**src/rtl/unary_belief_node.sv**
```systemverilog
// Unary node for the belief-propagation fabric: fuses factor messages with stored
// unary potentials (element-wise product, max-normalised to W bits) behind valid/ready.
module unary_belief_node #(
  parameter int N_STATES = 2,
  parameter int W        = 8,
  parameter int ACCUM    = 0
) (
  input  logic                  CLK100MHZ,
  input  logic                  Reset,
  input  logic                  init_valid,
  input  logic [N_STATES*W-1:0] init_data,
  input  logic                  msg_valid,
  output logic                  msg_ready,
  input  logic [N_STATES*W-1:0] msg_data,
  output logic                  belief_valid,
  input  logic                  belief_ready,
  output logic [N_STATES*W-1:0] belief_data
);

  localparam int IW = (N_STATES > 1) ? $clog2(N_STATES) : 1;
  localparam int LW = $clog2(2 * W);
  localparam logic [IW-1:0] LAST = IW'(N_STATES - 1);
  localparam logic [W-1:0]  HALF = {1'b1, {(W-1){1'b0}}};
  localparam logic [LW-1:0] TOP  = LW'(W - 1);

  typedef enum logic [1:0] {IDLE, MULT, NORM, DONE} state_t;

  state_t          state, state_nxt;
  logic [W-1:0]    pot   [N_STATES];
  logic [W-1:0]    msg_r [N_STATES];
  logic [2*W-1:0]  prod  [N_STATES];
  logic [2*W-1:0]  max_r;
  logic [IW-1:0]   idx;
  logic            idx_last;
  logic [2*W-1:0]  p_mul;
  logic [LW-1:0]   lead;
  logic [W-1:0]    norm_out;

  function automatic logic [LW-1:0] lead_one(input logic [2*W-1:0] v);
    logic [LW-1:0] l;
    l = '0;
    for (int unsigned i = 0; i < 2 * W; i++)
      if (v[i]) l = LW'(i);
    return l;
  endfunction

  assign msg_ready = (state == IDLE);

  // Shift so the leading one of the running maximum lands on bit W-1.
  always_comb begin
    idx_last = (idx == LAST);
    p_mul    = (2*W)'(pot[idx]) * (2*W)'(msg_r[idx]);
    lead     = lead_one(max_r);
    if (max_r == '0)
      norm_out = HALF;
    else if (lead >= TOP)
      norm_out = W'(prod[idx] >> (lead - TOP));
    else
      norm_out = W'(prod[idx] << (TOP - lead));
  end

  always_ff @(posedge CLK100MHZ or posedge Reset) begin
    if (Reset) state <= IDLE;
    else       state <= state_nxt;
  end

  always_comb begin
    state_nxt = state;
    unique case (state)
      IDLE: begin
        if (init_valid)     state_nxt = DONE;
        else if (msg_valid) state_nxt = MULT;
      end
      MULT: if (idx_last) state_nxt = NORM;
      NORM: if (idx_last) state_nxt = DONE;
      DONE: if (belief_ready) state_nxt = IDLE;
      default: state_nxt = IDLE;
    endcase
  end

  always_ff @(posedge CLK100MHZ or posedge Reset) begin
    if (Reset) begin
      for (int unsigned i = 0; i < N_STATES; i++) begin
        pot[i]   <= HALF;
        msg_r[i] <= '0;
        prod[i]  <= '0;
      end
      max_r        <= '0;
      idx          <= '0;
      belief_data  <= '0;
      belief_valid <= 1'b0;
    end else begin
      unique case (state)
        IDLE: begin
          if (init_valid) begin
            for (int unsigned i = 0; i < N_STATES; i++)
              pot[i] <= init_data[i*W +: W];
            belief_data  <= init_data;
            belief_valid <= 1'b1;
          end else if (msg_valid) begin
            for (int unsigned i = 0; i < N_STATES; i++)
              msg_r[i] <= msg_data[i*W +: W];
            max_r <= '0;
            idx   <= '0;
          end
        end
        MULT: begin
          prod[idx] <= p_mul;
          if (p_mul > max_r) max_r <= p_mul;
          idx <= idx_last ? '0 : idx + 1'b1;
        end
        NORM: begin
          for (int unsigned i = 0; i < N_STATES; i++) begin
            if (idx == IW'(i)) begin
              belief_data[i*W +: W] <= norm_out;
              if (ACCUM != 0) pot[i] <= norm_out;
            end
          end
          if (idx_last) begin
            idx          <= '0;
            belief_valid <= 1'b1;
          end else begin
            idx <= idx + 1'b1;
          end
        end
        DONE: if (belief_ready) belief_valid <= 1'b0;
        default: ;
      endcase
    end
  end

endmodule

```
**config.mk**
```make
export PLATFORM = sky130hd
export DESIGN_NAME = unary_belief_node
export DESIGN_NICKNAME = d
export VERILOG_FILES = /design/src/rtl/unary_belief_node.sv
export SDC_FILE = /design/constraint.sdc
export NUM_CORES = 1
export LEC_CHECK = 0
export ABC_CLOCK_PERIOD_IN_PS = 7000
export BUFFER_PORTS_ARGS = -buffer_cell sky130_fd_sc_hd__buf_2
export CAP_MARGIN = 20
export CORE_UTILIZATION = 40
export CTS_CLUSTER_DIAMETER = 50
export DETAILED_ROUTE_END_ITERATION = 8
export SYNTH_ARGS = -nofsm -noshare
export SYNTH_HDL_FRONTEND = slang
export SYNTH_SLANG_ARGS = --single-unit
```
**constraint.sdc**
```tcl
create_clock -name CLK100MHZ -period 7 [get_ports CLK100MHZ]
set_input_delay 2.1 -clock CLK100MHZ [delete_from_list [all_inputs] [get_ports CLK100MHZ]]
set_output_delay 2.1 -clock CLK100MHZ [all_outputs]
set_load 0.01 [all_outputs]
```
* Word level (Yosys, flattened, before mapping)
Index checks and enable logic that the tools add are counted.
** Word-level totals
- Output and inout port bits :: 18
- Input bits :: 37
- Word-level logic and storage cells :: 103
- Register bits after elaboration :: 100
** Operators by class
- Bitwise logic cells :: 2
- Order comparisons :: 4
- Shift-type cells :: 2
- Multiply operators :: 1
- Muxes and demuxes :: 51
- Add/sub/neg operators :: 3
- Eq/ne operators :: 12
- Reductions and logical operators :: 16
** Operators by type and width (number)
- 16-bit two-way mux :: 8
- 8-bit two-way mux :: 10
- 16-bit one-hot mux with 2 select lines :: 2
- 4-bit two-way mux :: 12
- 32-bit bitwise mux :: 1
- 16-bit demux with 1-bit select :: 1
- 16-bit > comparator :: 1
- 16-bit zero test :: 1
- 8-bit by 8-bit multiplier with 16-bit output :: 1
- 2-bit != test, second input constant :: 8
- 16-bit by 4-bit left shift with 8-bit output :: 1
- 16-bit by 4-bit >> shifter with 8-bit output :: 1
- 2-bit two-way mux :: 7
- 3-bit AND reduction :: 4
- 4-bit AND reduction :: 3
- 2-bit one-hot mux with 4 select lines :: 1
- 1-bit two-way mux :: 7
- 2-bit nonzero test :: 3
- 2-bit == test, second input constant :: 2
- 4-bit by 3-bit greater-or-equal comparator with 1-bit output, second input constant :: 1
- 3-bit by 4-bit subtractor with 4-bit output, first input constant :: 1
- 4-bit by 3-bit subtractor with 4-bit output, second input constant :: 1
- 3-bit != test, second input constant :: 1
- 1-bit one-hot mux with 3 select lines :: 1
- other kinds (12) :: 12

* Longest topological paths before layout
Gate-level depths: netlist of the first run.
- Depth after elaboration :: 21
- Mapped depth :: 31
- Depth with buffers taken out :: 25

* Least setup slack after synthesis of the first run
Ideal clock, no wire load.
- Kind :: register -> register
- Start :: reg idx
- End :: reg max_r[1]
- Path slack :: -0.669 ns
- Data required time :: 6.862 ns
- Setup time :: 0.138 ns
- Path buffers :: 6
- Cell stages (with the launch flop) :: 29
- Arrival :: 7.531 ns
- Clock period less this slack :: 7.669 ns
- Cell sequence :: dfrtp_1 buf_2 buf_2 buf_1 buf_2 buf_2 mux2i_1 or2_2 fa_1 fa_1 inv_1 fa_1 inv_1 fa_1 inv_1 ha_1 nor3_1 nor3_1 a21o_1 o41ai_1 xor2_1 inv_1 ha_1 a2111oi_0 o221ai_1 o221ai_1 o21ai_1 clkbuf_1 mux2i_1
** Between the ends
- Word-level cells in the longest chain between the ends :: 8
- Elaborated cells between the ends (all ways) :: 13
- Those cells by class :: mul: 1; order compare: 1; eq/ne: 1; mux: 8; bitwise: 1; reduce/logical: 1
** RTL lines
- from (decl) :: RTL line 33 : logic [IW-1:0] idx;
- from (signal assigned) :: RTL line 110 : idx <= idx_last ? '0 : idx + 1'b1;
- from (signal assigned) :: RTL line 123 : idx <= idx + 1'b1;
- 1-bit NOT with 2-bit output (implied by the code) (*) :: RTL line 52 : p_mul = (2*W)'(pot[idx]) * (2*W)'(msg_r[idx]);
- 8-bit two-way mux (implied by the code) (3 in a row) :: RTL line 52
- 8-bit by 8-bit multiplier with 16-bit output (*) :: RTL line 52
- via p_mul[14] :: RTL line 35 : logic [2*W-1:0] p_mul;
- 16-bit > comparator (*) :: RTL line 109 : if (p_mul > max_r) max_r <= p_mul;
- 2-bit != test (no source line) (*)
- 4-bit AND reduction (no source line) (*)
- to (signal assigned) :: RTL line 109
- to (decl) :: RTL line 32 : logic [2*W-1:0] max_r;
Mark *: on every way through the listed nets, which the timed path passes. The rest lies on a longest branch. The select of a mux whose other input is x is not followed.
A chain may end at the register's enable or synchronous reset.

* Worst setup path after layout of the first run
- Start :: reg idx
- End :: reg max_r[2]
The elaborated chain is that of the path after synthesis.

==> impl_metrics.json, run 1 <==
{
  "min_period_ns": 6.52,
  "synthFlopType": "dfrtp_1",
  "fin_nets": 1030,
  "async_reset_ff_share_pct": 100,
  "diodes": 0,
  "final_layout_size_suffix_gt1_share_pct": 22.1,
  "wl_met3_um": 653,
  "layout-area-overhead-vs-synth_pct": 13.7,
  "relSlewSlack_pct": 30.0,
  "num_vias": 6368,
  "cts_tree": "done",
  "yosysTopAreaCell": "dfrtp_1",
  "whs_ns": 0.483,
  "die_h_um": 144,
  "port_buffers": 54,
  "grt_pass1_vias": 6149,
  "placedCellCount": 1148,
  "synth_seq_area_share_pct": 30.9,
  "synth-compound-area-share_pct": 12.2,
  "grt_max_degree": 59,
  "synth-simple-area-share_pct": 13.3,
  "synth_seq_cells": 100,
  "synthTopCellsByArea": "dfrtp_1 (30%), ha_1 (9.0%), fa_1 (8.9%), mux2i_1 (7.8%), mux2_2 (7.1%)",
  "synth.cell_area_um2": 8100,
  "fin_crit_sh_pct": 93.1,
  "synth.distinct_cells": 69,
  "cts.sinks": 100,
  "via_per_inst": 5.45,
  "drt-total-wl_um": 19500,
  "drt_pass1_iterations": 6,
  "synth_xor_xnor_area_share_pct": 1.70,
  "status": "finished clean",
  "syn_area_per_cell_um2": 9.75,
  "fmax_ghz": 0.153,
  "netlist_instances": 830,
  "met1_length_um": 9240,
  "hp-class": "reg2reg",
  "numCtsBuffers": 9,
  "clk-insertion-delay-late_ns": 0.36,
  "synth.area.mux_share_pct": 18.4,
  "path_max_fanout": 16,
  "io_pins": 55,
  "start_kind": "register",
  "coreArea_um2": 19700,
  "crit_type": "reg2reg",
  "critPathCaptureType": "register",
  "slew_viol_final": 0,
  "wl_per_cell_um": 16.7,
  "clk_pin_slew_ns": 0.08,
  "synth_enable_flop_cells": 0,
  "hold_viol": 0,
  "netlist.area_leader.share_pct": 30.3,
  "htreeDepth": 3,
  "ys_warn_count": 0,
  "setup-tns-final_ns": 0,
  "final_common_cell": "dfrtp_1",
  "gp_congestion": 0.870,
  "dp_hpwl_um": 15300,
  "mostFrequentLayoutCells": "dfrtp_1 (97), nor2_1 (93), inv_1 (82)",
  "synth_fa_ha_area_share_pct": 17.9,
  "worstMarginPinSlew_ns": 1.05,
  "gr-total-overflow": 0,
  "fin_cells": 1169,
  "syn-num-nets": 961,
  "rows": 51,
  "rsz0062_at_grt": "no",
  "drtIter0Drc": 368,
  "start_util_pct": 41.2,
  "arrival_ns": 6.78,
  "clock_skew_ns": 0.0170,
  "die_w_um": 144,
  "cts_hold_buf": 0,
  "grt_pass1_wl_um": 32100,
  "setup_viol": 0,
  "cts_root_buffer": "clkbuf_16",
  "cap_viol_max_count": 0,
  "synth_top_family_by_area": "multiplexers",
  "grt_usage_pct": 19.9,
  "top_layer": "met4",
  "die_area_um2": 20800,
  "ant_nets": 0,
  "fin_ws_ns": 0.485,
  "drc": 0,
  "cp.required_ns": 7.27,
  "dp_slack_ns": 0.116,
  "wl_met2_um": 9240,
  "clockBufferDepth": 2,
  "antenna_found_initial": 0
}
final cells by class:
type	instances	area (um2)
fillers	1916	10400
multi-input cells	618	5210
flip-flops and latches	100	2510
repair buffers	84	495
inverters	86	333
well taps	265	332
clock buffers	9	225
clock inverters	7	103
repair_timing:
action | CTS | global route
endpoints found under the setup margin | 0 | 16
resized for setup | 0 | 5
setup buffers | 0 | 5
worst max-delay path, cell delays in order (launching register included):
cell	delay [ns]
dfrtp_4	0.59
buf_4	0.19
mux2i_4	0.22
or2_2	0.33
fa_1	0.47
fa_1	0.54
inv_1	0.05
fa_1	0.53
inv_1	0.05
fa_1	0.52
inv_1	0.04
ha_1	0.30
inv_1	0.08
o21a_1	0.19
nor3_2	0.27
a21oi_1	0.12
xnor2_1	0.13
buf_4	0.16
ha_1	0.29
nand4_1	0.11
nor2_1	0.14
nand3_1	0.14
a21oi_1	0.19
o221ai_2	0.15
o21ai_2	0.11
buf_4	0.27
mux2i_1	0.23
metal layers:
metal  GRT usage [%]  vias to the layer above
met1            28.1                     3158
met3            2.68                       25
met2            31.6                      127
li1                -                     3058
met4            6.20                        0
met5               0                        -
state kept, by name, indices dropped and copies added, names as in the netlist:
| register | cells |
|---|---|
| pot | 16 |
| max_r | 16 |
| state | 2 |
| belief_valid | 1 |
| msg_r | 16 |
| prod | 32 |
| idx | 1 |
| belief_data | 16 |
through the flow:
stage	cell area, um2	util [%]
floorplan	8170	-
global placement	8820	44.9
detailed placement	8820	44.9
CTS	9150	46.6
global route	9210	46.9
finish	9210	46.9
synthesized netlist by cell type, types with 5 or more instances:
master	count
mux4_2	9
mux2i_1	63
o21a_1	5
inv_1	83
o21ai_0	36
nor3_1	19
clkbuf_1	15
or2_2	15
nand3_1	11
dfrtp_1	98
and3_1	6
o22ai_1	8
and2_1	5
a21oi_1	33
buf_2	7
ha_1	58
nor2_1	93
nand2b_1	7
fa_1	36
mux2_2	51
xnor2_1	9
a31oi_1	8
a21o_1	10
nand2_1	60
worst paths after layout:
path                          from        end  slack, ns  cells after the start
setup / recovery               idx   max_r[2]       0.48                     26
hold / removal             prod[0]    prod[0]       0.48                      2
setup reg to reg               idx   max_r[2]       0.48                     26
hold reg to reg            prod[0]    prod[0]       0.48                      2
max in group asynchronous    Reset  max_r[10]       4.07                      3
min in group asynchronous    Reset    pot[12]       1.78                      2
logic make-up after synthesis:
family	Yosys count
AO/OA/AOI/OAI	148
flip-flops	100
AND/OR/NAND/NOR	236
XOR/XNOR	14
adder cells (fa/ha/maj)	94
buffers and inverters	112
multiplexers	126
Power of run 1 is not shown: default switching activity piles up to over one toggle a cycle in this logic, so the estimate is an artifact.
==> run 2, diff against run 1 <==
--- a/config.mk
+++ b/config.mk
@@ -6,5 +6,5 @@
 export NUM_CORES = 1
 export LEC_CHECK = 0
-export ABC_CLOCK_PERIOD_IN_PS = 7000
+export ABC_CLOCK_PERIOD_IN_PS = 8200
 export BUFFER_PORTS_ARGS = -buffer_cell sky130_fd_sc_hd__buf_2
 export CAP_MARGIN = 20
@@ -12,4 +12,5 @@
 export CTS_CLUSTER_DIAMETER = 50
 export DETAILED_ROUTE_END_ITERATION = 8
+export SLEW_MARGIN = 20
 export SYNTH_ARGS = -nofsm -noshare
 export SYNTH_HDL_FRONTEND = slang
==> constraint.sdc (replaced) <==
create_clock -name CLK100MHZ -period 8.2 [get_ports CLK100MHZ]
set_input_delay 2.46 -clock CLK100MHZ [delete_from_list [all_inputs] [get_ports CLK100MHZ]]
set_output_delay 2.46 -clock CLK100MHZ [all_outputs]
set_load 0.1 [all_outputs]
==> run 2 against run 1 <==
  * Sequential share of layout area grew 0.75 points
  * Register-to-register slack gained 0.03 ns
  * Hold slack improved by 0.00075 ns
  * Critical path depth decreased by 3
==> impl_metrics.json, run 2 (synthesis results as in run 1) <==
{
  "clk_pin_slew_ns": 0.08,
  "fin_crit_sh_pct": 93.7,
  "ant_nets": 0,
  "drt_pass1_iterations": 4,
  "grt_max_degree": 57,
  "crit_type": "reg2reg",
  "worstMarginPinSlew_ns": 1.02,
  "die_area_um2": 20800,
  "post_cts_buffers": 0,
  "rows": 51,
  "io_pins": 55,
  "antenna_found_initial": 0,
  "min_period_ns": 7.68,
  "cap_viol_max_count": 0,
  "die_w_um": 144,
  "slew_viol_final": 0,
  "hold_viol": 0,
  "setup-tns-final_ns": 0,
  "largest_register_ffs": 32,
  "arrival_ns": 7.95,
  "fin_nets": 1007,
  "cts_tree": "done",
  "setup_viol": 0,
  "diodes": 0,
  "drc": 0,
  "drtIter0Drc": 331,
  "final_layout_size_suffix_gt1_share_pct": 19.2,
  "grt_usage_pct": 20.0,
  "cts_hold_buf": 0,
  "grt_pass1_vias": 6076,
  "gr-total-overflow": 0,
  "grt_pass1_wl_um": 32000,
  "die_h_um": 144,
  "numCtsBuffers": 9,
  "status": "finished clean",
  "start_util_pct": 41.2,
  "coreArea_um2": 19700,
  "dp_hpwl_um": 15400,
  "clk-insertion-delay-late_ns": 0.35,
  "cts_root_buffer": "clkbuf_16",
  "wl_per_cell_um": 17.1,
  "port_buffers": 54,
  "cts.sinks": 100,
  "drt-total-wl_um": 19600,
  "gp_congestion": 0.897,
  "layout-area-overhead-vs-synth_pct": 10.6,
  "relSlewSlack_pct": 31.7,
  "path_max_fanout": 18,
  "hp-class": "reg2reg",
  "rsz0062_at_grt": "no",
  "critPathCaptureType": "register",
  "num_vias": 6288,
  "top_register": "prod",
  "mostFrequentLayoutCells": "dfrtp_1 (97), nor2_1 (93), inv_1 (82)",
  "final_common_cell": "dfrtp_1",
  "start_kind": "register",
  "cp.required_ns": 8.47,
  "htreeDepth": 3,
  "fmax_ghz": 0.130,
  "clockBufferDepth": 2,
  "clock_skew_ns": 0.00593,
  "via_per_inst": 5.49
}
[run 2: cell count changes in the layout (fill, tap and decap cells not counted), sizes merged]
cell,change
buf,-23
clkinv,-3
clkinvlp,+2
inv,+1
[run 2: layout make-up]
cell class / count / area [um2]
clock buffers: 9 / 225
clock inverters: 7 / 92.6
fillers: 1941 / 10700
inverters: 86 / 333
multi-input cells: 618 / 5140
flip-flops and latches: 100 / 2510
well taps: 265 / 332
repair buffers: 61 / 323
[run 2: path summary, 6_finish.rpt]
path	startpoint	slack (ns)	cells after the start	to
min in group asynchronous	Reset	2.16	2	belief_valid
setup reg to reg	idx	0.52	23	max_r[12]
hold reg to reg	prod[0]	0.48	2	prod[0]
max in group asynchronous	Reset	4.89	3	prod[24]
hold / removal	prod[0]	0.48	2	prod[0]
setup / recovery	idx	0.52	23	max_r[12]
[run 2: metal layers]
metal	routed length, um	vias up	global-route usage [%]
met4	349	0	5.87
met3	680	22	2.52
met2	9100	139	31.7
li1	-	3010	-
met5	0	-	0
met1	9480	3117	28.4
[run 2: critical path: stages, from the launching register on]
cell and delay, ns:
dfrtp_2 0.68, mux2i_1 0.80, or2_2 0.25, fa_1 0.42, fa_1 0.50, inv_1 0.06
fa_1 0.52, inv_1 0.05, fa_1 0.52, inv_1 0.04, ha_1 0.30, inv_1 0.08
o21a_1 0.19, nor3_1 0.32, a211oi_1 0.14, xor2_1 0.34, inv_1 0.09, ha_1 0.29
a2111oi_0 0.40, o221ai_1 0.19, o221ai_1 0.52, o21ai_1 0.42, buf_4 0.31, o21ai_0 0.17
[run 2: timing repair]
action	in CTS	in global routing
hold endpoints to repair	0	0
setup endpoints to repair	0	6
resized for setup	0	2
[run 2: metrics by stage]
stage | std cells | instance area (um2) | setup slack [ns] | hold WS, ns | util (%)
2_1_floorplan | 830 | 8100 | 0.531 | 0.449 | -
3_3_place_gp | 1130 | 8630 | 0.643 | 0.461 | 43.9
3_5_place_dp | 1130 | 8630 | 0.538 | 0.470 | 43.9
4_1_cts | 1146 | 8950 | 0.523 | 0.486 | 45.5
5_1_grt | 1146 | 8950 | 0.00571 | 0.511 | 45.6
6_report | 1146 | 8950 | 0.515 | 0.484 | 45.6
Power of run 2 is left out for the same reason.
